File: config.mk
export PLATFORM = sky130hd
export DESIGN_NAME = ws2812b_receiver
export DESIGN_NICKNAME = d
export VERILOG_FILES = /design/src/rtl/ws2812b_pkg.sv /design/src/rtl/ws2812b_pulse_timer.sv /design/src/rtl/ws2812b_receiver.sv
export SDC_FILE = /design/constraint.sdc
export NUM_CORES = 1
export LEC_CHECK = 0
export BUFFER_PORTS_ARGS = -buffer_cell sky130_fd_sc_hd__buf_4
export CORE_AREA = 2 2 110 112
export CTS_CLUSTER_DIAMETER = 200
export DETAILED_ROUTE_END_ITERATION = 12
export DIE_AREA = 0 0 112 114
export GPL_ROUTABILITY_DRIVEN = 1
export PLACE_DENSITY = 0.78
export RECOVER_POWER = 25
export SYNTH_ARGS = -nofsm -noshare
export SYNTH_HDL_FRONTEND = slang
export SYNTH_SLANG_ARGS = --single-unit
export TNS_END_PERCENT = 1
File: constraint.sdc
create_clock -name clk -period 6.1 [get_ports clk]
set_input_delay 0.305 -clock clk [delete_from_list [all_inputs] [get_ports clk]]
set_output_delay 0.305 -clock clk [all_outputs]
set_load 0.03 [all_outputs]
File: src/rtl/ws2812b_pkg.sv
// Shared WS2812b timing helpers and receiver state encoding.
// Driver and receiver derive their cycle counts from the same rounding rule.
package ws2812b_pkg;

  typedef enum logic [1:0] {
    SYNC = 2'd0,
    IDLE = 2'd1,
    HIGH = 2'd2,
    LOW  = 2'd3
  } rx_state_t;

  localparam int CNT_W = 16;

  // Round-to-nearest of (num/den) * CLK_FREQ / LAT_FREQ, done in 64-bit integers.
  function automatic int scaled_cyc(input longint clk_freq, input longint lat_freq,
                                    input longint num, input longint den);
    longint q;
    q = (2 * clk_freq * num + lat_freq * den) / (2 * lat_freq * den);
    return int'(q);
  endfunction

  function automatic int bit_thresh_cyc(input longint clk_freq, input longint lat_freq);
    return scaled_cyc(clk_freq, lat_freq, 45, 100);
  endfunction

  function automatic int min_high_cyc(input longint clk_freq, input longint lat_freq);
    return scaled_cyc(clk_freq, lat_freq, 10, 100);
  endfunction

  function automatic int max_high_cyc(input longint clk_freq, input longint lat_freq);
    return scaled_cyc(clk_freq, lat_freq, 1, 1);
  endfunction

  function automatic int reset_det_cyc(input longint clk_freq, input longint lat_freq);
    return scaled_cyc(clk_freq, lat_freq, 40, 1);
  endfunction

  // Driver-side pulse widths; the low phase fills the rest of the bit period.
  function automatic int h0_cyc(input longint clk_freq, input longint lat_freq);
    return scaled_cyc(clk_freq, lat_freq, 25, 100);
  endfunction

  function automatic int h1_cyc(input longint clk_freq, input longint lat_freq);
    return scaled_cyc(clk_freq, lat_freq, 65, 100);
  endfunction

  function automatic int l0_cyc(input longint clk_freq, input longint lat_freq);
    return max_high_cyc(clk_freq, lat_freq) - h0_cyc(clk_freq, lat_freq);
  endfunction

  function automatic int l1_cyc(input longint clk_freq, input longint lat_freq);
    return max_high_cyc(clk_freq, lat_freq) - h1_cyc(clk_freq, lat_freq);
  endfunction

endpackage

File: src/rtl/ws2812b_pulse_timer.sv
// Synchronises din, registers its edges and times the current level with a
// saturating counter that clears on each registered edge.
module ws2812b_pulse_timer
  import ws2812b_pkg::*;
(
  input  logic             clk,
  input  logic             reset,
  input  logic             din,
  output logic             rise,
  output logic             fall,
  output logic             level,
  output logic [CNT_W-1:0] cnt
);

  logic meta_p0;
  logic sync_p1;

  always_ff @(posedge clk or posedge reset) begin
    if (reset) begin
      meta_p0 <= 1'b0;
      sync_p1 <= 1'b0;
      level   <= 1'b0;
      rise    <= 1'b0;
      fall    <= 1'b0;
      cnt     <= '0;
    end else begin
      // p0/p1: two-flop synchroniser
      meta_p0 <= din;
      sync_p1 <= meta_p0;
      // p2: edge register; cnt restarts once the edge is visible downstream
      level   <= sync_p1;
      rise    <= sync_p1 & ~level;
      fall    <= ~sync_p1 & level;
      if (rise || fall)
        cnt <= '0;
      else if (cnt != '1)
        cnt <= cnt + CNT_W'(1);
    end
  end

endmodule

File: src/rtl/ws2812b_receiver.sv
// WS2812b line decoder: classifies high pulses into bits, assembles MSB-first
// words and reports word, frame-end and protocol-error events.
module ws2812b_receiver
  import ws2812b_pkg::*;
#(
  parameter int CLK_FREQ              = 50000000,
  parameter int LAT_FREQ              = 800000,
  parameter int LED_DATA_BUS_WIDTH    = 24,
  parameter int LED_ADDRESS_BUS_WIDTH = 24
) (
  input  logic                             clk,
  input  logic                             reset,
  input  logic                             din,
  output logic [LED_DATA_BUS_WIDTH-1:0]    data,
  output logic                             data_valid,
  output logic [LED_ADDRESS_BUS_WIDTH-1:0] led_index,
  output logic                             frame_done,
  output logic [LED_ADDRESS_BUS_WIDTH-1:0] led_count,
  output logic                             error,
  output logic                             busy
);

  localparam int BIT_THRESH_CYC = bit_thresh_cyc(CLK_FREQ, LAT_FREQ);
  localparam int MIN_HIGH_CYC   = min_high_cyc(CLK_FREQ, LAT_FREQ);
  localparam int MAX_HIGH_CYC   = max_high_cyc(CLK_FREQ, LAT_FREQ);
  localparam int RESET_DET_CYC  = reset_det_cyc(CLK_FREQ, LAT_FREQ);

  localparam logic [CNT_W-1:0] THRESH_C    = CNT_W'(BIT_THRESH_CYC);
  localparam logic [CNT_W-1:0] MIN_HIGH_C  = CNT_W'(MIN_HIGH_CYC);
  localparam logic [CNT_W-1:0] MAX_HIGH_C  = CNT_W'(MAX_HIGH_CYC);
  localparam logic [CNT_W-1:0] RESET_END_C = CNT_W'(RESET_DET_CYC - 1);

  localparam int BIT_W = $clog2(LED_DATA_BUS_WIDTH);
  localparam logic [BIT_W-1:0] LAST_BIT = BIT_W'(LED_DATA_BUS_WIDTH - 1);

  logic             rise;
  logic             fall;
  logic             level;
  logic [CNT_W-1:0] cnt;

  ws2812b_pulse_timer u_timer (
    .clk   (clk),
    .reset (reset),
    .din   (din),
    .rise  (rise),
    .fall  (fall),
    .level (level),
    .cnt   (cnt)
  );

  rx_state_t                         state;
  logic [BIT_W-1:0]                  bit_cnt;
  logic [LED_DATA_BUS_WIDTH-1:0]     shreg;
  logic [LED_ADDRESS_BUS_WIDTH-1:0]  idx;
  logic                              word_pend;
  logic                              gap_end;
  logic                              cur_bit;
  logic                              err_now;
  logic                              emit_word;

  assign gap_end   = (cnt >= RESET_END_C);
  assign cur_bit   = (cnt >= THRESH_C);
  assign emit_word = word_pend && !err_now;
  assign busy      = (state == HIGH) || (state == LOW);

  // Any violation this cycle; it also suppresses a word pending in the same cycle.
  always_comb begin
    err_now = 1'b0;
    case (state)
      HIGH:    err_now = fall ? (cnt < MIN_HIGH_C) : (cnt > MAX_HIGH_C);
      LOW:     err_now = gap_end && (bit_cnt != '0);
      default: err_now = 1'b0;
    endcase
  end

  always_ff @(posedge clk or posedge reset) begin
    if (reset) begin
      state      <= SYNC;
      bit_cnt    <= '0;
      shreg      <= '0;
      idx        <= '0;
      word_pend  <= 1'b0;
      data       <= '0;
      data_valid <= 1'b0;
      led_index  <= '0;
      frame_done <= 1'b0;
      led_count  <= '0;
      error      <= 1'b0;
    end else begin
      // output stage: publish the word completed on the previous cycle
      data_valid <= emit_word;
      error      <= err_now;
      frame_done <= 1'b0;
      word_pend  <= 1'b0;
      if (emit_word) begin
        data      <= shreg;
        led_index <= idx;
        if (idx != '1)
          idx <= idx + LED_ADDRESS_BUS_WIDTH'(1);
      end

      // decode stage
      case (state)
        SYNC: begin
          if (!level && gap_end)
            state <= IDLE;
        end
        IDLE: begin
          if (rise) begin
            state   <= HIGH;
            bit_cnt <= '0;
            idx     <= '0;
          end
        end
        HIGH: begin
          if (err_now) begin
            state <= SYNC;
          end else if (fall) begin
            shreg <= {shreg[LED_DATA_BUS_WIDTH-2:0], cur_bit};
            state <= LOW;
            if (bit_cnt == LAST_BIT) begin
              bit_cnt   <= '0;
              word_pend <= 1'b1;
            end else begin
              bit_cnt <= bit_cnt + BIT_W'(1);
            end
          end
        end
        LOW: begin
          if (gap_end) begin
            frame_done <= 1'b1;
            led_count  <= idx;
            bit_cnt    <= '0;
            // A rise landing exactly on the gap boundary opens the next frame.
            if (rise) begin
              state <= HIGH;
              idx   <= '0;
            end else begin
              state <= IDLE;
            end
          end else if (rise) begin
            state <= HIGH;
          end
        end
        default: state <= SYNC;
      endcase
    end
  end

endmodule

# == Word-level counts from Yosys, hierarchy flattened ==
# Index checks and enable logic that the tools add are counted.
# classes
n_addsub,3
magnitude_cmp,4
eq_ne,12
n_mux,28
n_bitwise,5
reduce_logical,15
# ops
cell,count
$mux 24,4
$pmux 24 s2,1
$mux 16,2
$mux 5,5
$add 24x1->24 const B,1
$ne 24x24->1 const B,1
$add 16x1->16 const B,1
$ge 16x12->1 const B,1
$ge 16x5->1 const B,1
$gt 16x6->1 const B,1
$lt 16x3->1 const B,1
$ne 16x16->1 const B,1
$pmux 5 s3,1
$mux 2,6
$pmux 2 s4,1
$mux 1,7
$ne 2x2->1 const B,3
$add 5x1->5 const B,1
$eq 5x5->1 const B,1
$reduce_and 5->1,1
$reduce_bool 5->1,1
$eq 2x2->1 const B,2
$ne 2x1->1 const B,2
$reduce_and 2->1,2
12 further kinds,19
# word_totals
register_bits,152
inputBits,3
out_inout_bits,76
elab_cells,84

# == Longest topological paths before layout ==
# logic_depth
word_depth,9
ltp_mapped,10
ltp_nobuf,8

# == Modules after synthesis ==
# A second synthesis with hierarchy kept.
# unflattened
hier_cells,592
hier_area_um2,6641.4
# modules_own_cells
mod,n_inst,cells_per_inst,area_each_um2,seq_area_each_um2
ws2812b_receiver,1,497,5642.9,3278.1
ws2812b_pulse_timer,1,95,998.5,525.5

# == Least setup slack after synthesis ==
# Ideal clock, no wire load.
# synth_path
kind,reg-to-reg
from,register u_timer.cnt[0]
to,register led_index[10]
setup_ns,0.125
t_arrival_ns,2.152
t_required_ns,5.975
path_slack_ns,3.823
path_stages_with_launch,9
n_path_buf,2
period_less_slack_ns,2.277
cell_sequence,dfrtp_1 -> ha_1 -> nor2_1 -> a211oi_2 -> o2111ai_2 -> nand3_2 -> buf_2 -> buf_4 -> mux2_2
# synth_between
elab_chain_len,5
word_cells_on_any_way,8
classes_between,3 x order compare; 2 x mux; 3 x reduce/logical
# synth_lines
item,line,text
start: declaration,ws2812b_pulse_timer.sv:12,output logic [CNT_W-1:0] cnt
start signal: assignment,ws2812b_pulse_timer.sv:37,cnt <= cnt + CNT_W'(1);
$gt 16x6->1 (tied with other cells),ws2812b_receiver.sv:70,HIGH: err_now = fall ? (cnt < MIN_HIGH_C) : (cnt > MAX_HIGH_C);
$mux 1 or $logic_and 1x1->1 (tied branches),"ws2812b_receiver.sv:70, ws2812b_receiver.sv:71",
$pmux 1 s2 (*),ws2812b_receiver.sv:69,case (state)
$logic_not 1->1 (*),ws2812b_receiver.sv:63,assign emit_word = word_pend && !err_now;
$logic_and 1x1->1 (*),ws2812b_receiver.sv:63,
end signal: assignment,ws2812b_receiver.sv:97,led_index <= idx;
end: declaration,ws2812b_receiver.sv:16,"output logic [LED_ADDRESS_BUS_WIDTH-1:0] led_index,"
# Mark *: on every way between the ends. The rest lies on a longest branch, timed or not.
# A chain may end at the register's enable or synchronous reset.

# == Worst setup path after layout ==
# layout_path
from,register u_timer.cnt[14]
to,register data[16]
# layout_between
elab_chain_len,5
word_cells_on_any_way,8
classes_between,3 x order compare; 2 x mux; 3 x reduce/logical
# layout_lines
item,line,text
$gt 16x6->1 (tied with other cells),ws2812b_receiver.sv:70,
$mux 1 or $logic_and 1x1->1 (tied branches),"ws2812b_receiver.sv:70, ws2812b_receiver.sv:71",
$pmux 1 s2 (*),ws2812b_receiver.sv:69,
$logic_not 1->1 (*),ws2812b_receiver.sv:63,
$logic_and 1x1->1 (*),ws2812b_receiver.sv:63,
end signal: assignment,ws2812b_receiver.sv:96,data <= shreg;
end: declaration,ws2812b_receiver.sv:14,"output logic [LED_DATA_BUS_WIDTH-1:0] data,"
# Marks and branches as above.

==> reports/results.ini <==
[global_route]
grt_pass1_vias = 4691
grt_max_degree = 97
track_usage_pct = 22.4
overflow = 0
grt_pass1_wl_um = 22900
antenna_found_initial = 0

[synthesis]
synth_cell_type_count = 54
async_flop_share_pct = 100
syn_inst = 579
synth_xor_area_share_pct = 2.12
yosysTopAreaCell = dfrtp_1
synth_compound_gate_area_share_pct = 5.93
synth-simple-area-share_pct = 17.9
syn_nets = 587
synth_edf_count = 0
syn_area_um2 = 6600
ys_warn_count = 0
syn_avg_cell_area_um2 = 11.4
synthAdderAreaFrac_pct = 0.947
synthTopCellsByArea = dfrtp_1 (58%), mux2_2 (12%), nand2_1 (6.1%), xor2_1 (1.9%), or4_1 (1.7%)
ys_ff_latch = 152
synth.top_cell.area_share_pct = 57.6
synthMuxAreaShare_pct = 12.3
synth_flop_cell = dfrtp_1
synth_top_family_by_area = simple AND/OR/NAND/NOR gates
ys_seq_area_share_pct = 57.6

[final_layout]
fin_area_um2 = 7870
syn2layout_area_growth_pct = 19.2
fin_util_pct = 67.2
final_cell_mix = dfrtp_1 (152), nand2_1 (107), buf_4 (80)
diodes = 0
nets = 659
drive_above_1_share_pct = 30.1
n_fill_cell = 891
multi_input_area_um2 = 2590
seqCellArea_um2 = 3800
mostFrequentLayoutCell = dfrtp_1

[critical_path]
rrSetupSlack_ns = 2.40
crit_type = reg -> reg
critPathArrivalTime_ns = 4.04
end_kind = flip-flop
crit_fanout = 31
cp-start-kind = flip-flop
required_ns = 6.45

[timing]
slew_viol_final = 97
finalHoldViolCount = 0
rsz0062_at_grt = no
finalCritPeriodShare_pct = 60.6
setup_tns_ns = 0
report.final.setup_viol = 0
max_freq_mhz = 271
worst_pin_slew_ns = 4.10
period_minus_slack_ns = 3.70
skew_ns = 0.0115
whs_ns = 0.356
maxSlewHeadroom_pct = -175

[hold_path]
hold_class = reg -> reg

[detailed_routing]
drtIter0Drc = 201
wl_met1_um = 5960
wl_um = 13700
dr_total_vias = 4690
antenna_left = 0
routed.top_layer = met4
via_per_inst = 5.78
drtPass1Iterations = 4
wl_per_cell_um = 16.8
wl_met2_um = 6930
remaining_drc_errors = 0
wl_met3_um = 519

[floorplan]
die_w_um = 112
die_y_um = 114
core-area_um2 = 11700
num_rows = 40
die_area_um2 = 12800
io_pins = 79
start_util_pct = 56.4

[clock_network]
cts_tree = built
cts_buffer_depth = 2
htreeDepth = 4
clk_transition_reported_paths_ns = 0.06
cts_made_buffers = 17
cts_setup_buffers = 0
cts.sinks = 152
clock-root-buffer = clkbuf_16
worstSkewPairLatency_ns = 0.41

[pwr]
leakagePower_uw = 0.00400
vdd_drop_max_mv = 0.249
power_uw = 2150
powerDensity_nw_per_um2 = 274

[run_status]
violations = capacitance limit, slew limit
status = finished, violations left

[placement]
hpwl_um = 8790
port_buffers = 78
gp_congestion = 0.879
place_area_um2 = 7240

[flow_run]
max-cap-violations = 1

## repair_timing
action / in CTS / in global routing
resized for setup: 0 / 0
hold buffers: 1 / 0
hold endpoints to repair: 1 / 0
## routing by layer
layer  global-route usage [%]  vias to the layer above
li1                         -                     2193
met1                     28.8                     2351
met2                     37.5                      120
met3                     5.31                       26
met4                     8.13                        0
met5                        0                        -
## final cells by class
type	instances	share of cell area, %
clock inverter	12	2.08
timing repair buffer	83	7.95
multi-input combinational	386	32.9
clock buffer	20	5.93
sequential	152	48.3
inverter	11	0.540
tap	147	2.34
## worst max-delay path, stage by stage, from the launching register on
cell     delay [ns]
dfrtp_1        0.44
nor4_4         0.32
and3_1         0.24
mux2i_1        0.76
nand3_2        0.76
buf_4          0.50
inv_2          0.37
nand2_1        0.12
nand2_1        0.08
## metrics by stage
stage	setup slack, ns	std cells
finish	2.40	811
global route	2.08	811
floorplan	1.70	579
global placement	2.68	778
CTS	2.41	811
detailed placement	2.48	778
## synth_stat cells (3+ instances only)
cell type / n
buf_6: 3
or4_1: 15
mux2_2: 71
ha_1: 5
dfrtp_1: 152
buf_2: 10
and3_1: 10
or3_1: 5
nor2b_1: 3
o21ai_0: 16
a21oi_1: 17
buf_4: 6
o211ai_1: 8
inv_1: 10
nand4_1: 17
xor2_1: 14
nand2_1: 107
o31ai_1: 8
nor2_1: 29
nor4_1: 3
nand3_1: 20
clkbuf_1: 8
## power breakdown
part	leakage [µW]	internal, µW	total, µW	switching (µW)
Combinational	0.00158	7.12	35.5	28.3
Sequential	0.00211	1010	1020	7.49
Clock	0.000308	683	1100	415
Total	0.00400	1700	2150	451
## final timing paths
check | start | to | cells past startpoint
max in group asynchronous | reset | shreg[16]$_DFFE_PP0P_ | 3
worst min-delay path | u_timer.meta_p0$_DFF_PP0_ | u_timer.sync_p1$_DFF_PP0_ | 0
worst max register to register | u_timer.cnt[14]$_DFFE_PP0P_ | data[16]$_DFFE_PP0N_ | 8
min in group asynchronous | reset | shreg[2]$_DFFE_PP0P_ | 2
worst min register to register | u_timer.meta_p0$_DFF_PP0_ | u_timer.sync_p1$_DFF_PP0_ | 0
worst max-delay path | u_timer.cnt[14]$_DFFE_PP0P_ | data[16]$_DFFE_PP0N_ | 8
## cell families (layout without fill, tap and decap cells)
kind of cell | count (synthesis) | in the layout
buf+inv | 41 | 126
fa+ha+maj | 5 | 5
mux | 72 | 72
xor+xnor | 16 | 16
simple gates | 233 | 233
compound gates | 60 | 60
flops | 152 | 152
## state kept, by name (all words and copies together), names as in the netlist, 2 cells and up
| signal | flops |
|---|---|
| data | 24 |
| u_timer.cnt | 16 |
| led_count | 24 |
| led_index | 24 |
| idx | 24 |
| bit_cnt | 5 |
| shreg | 24 |
| state | 2 |
Note: power is estimated with default switching activity, not from simulation.
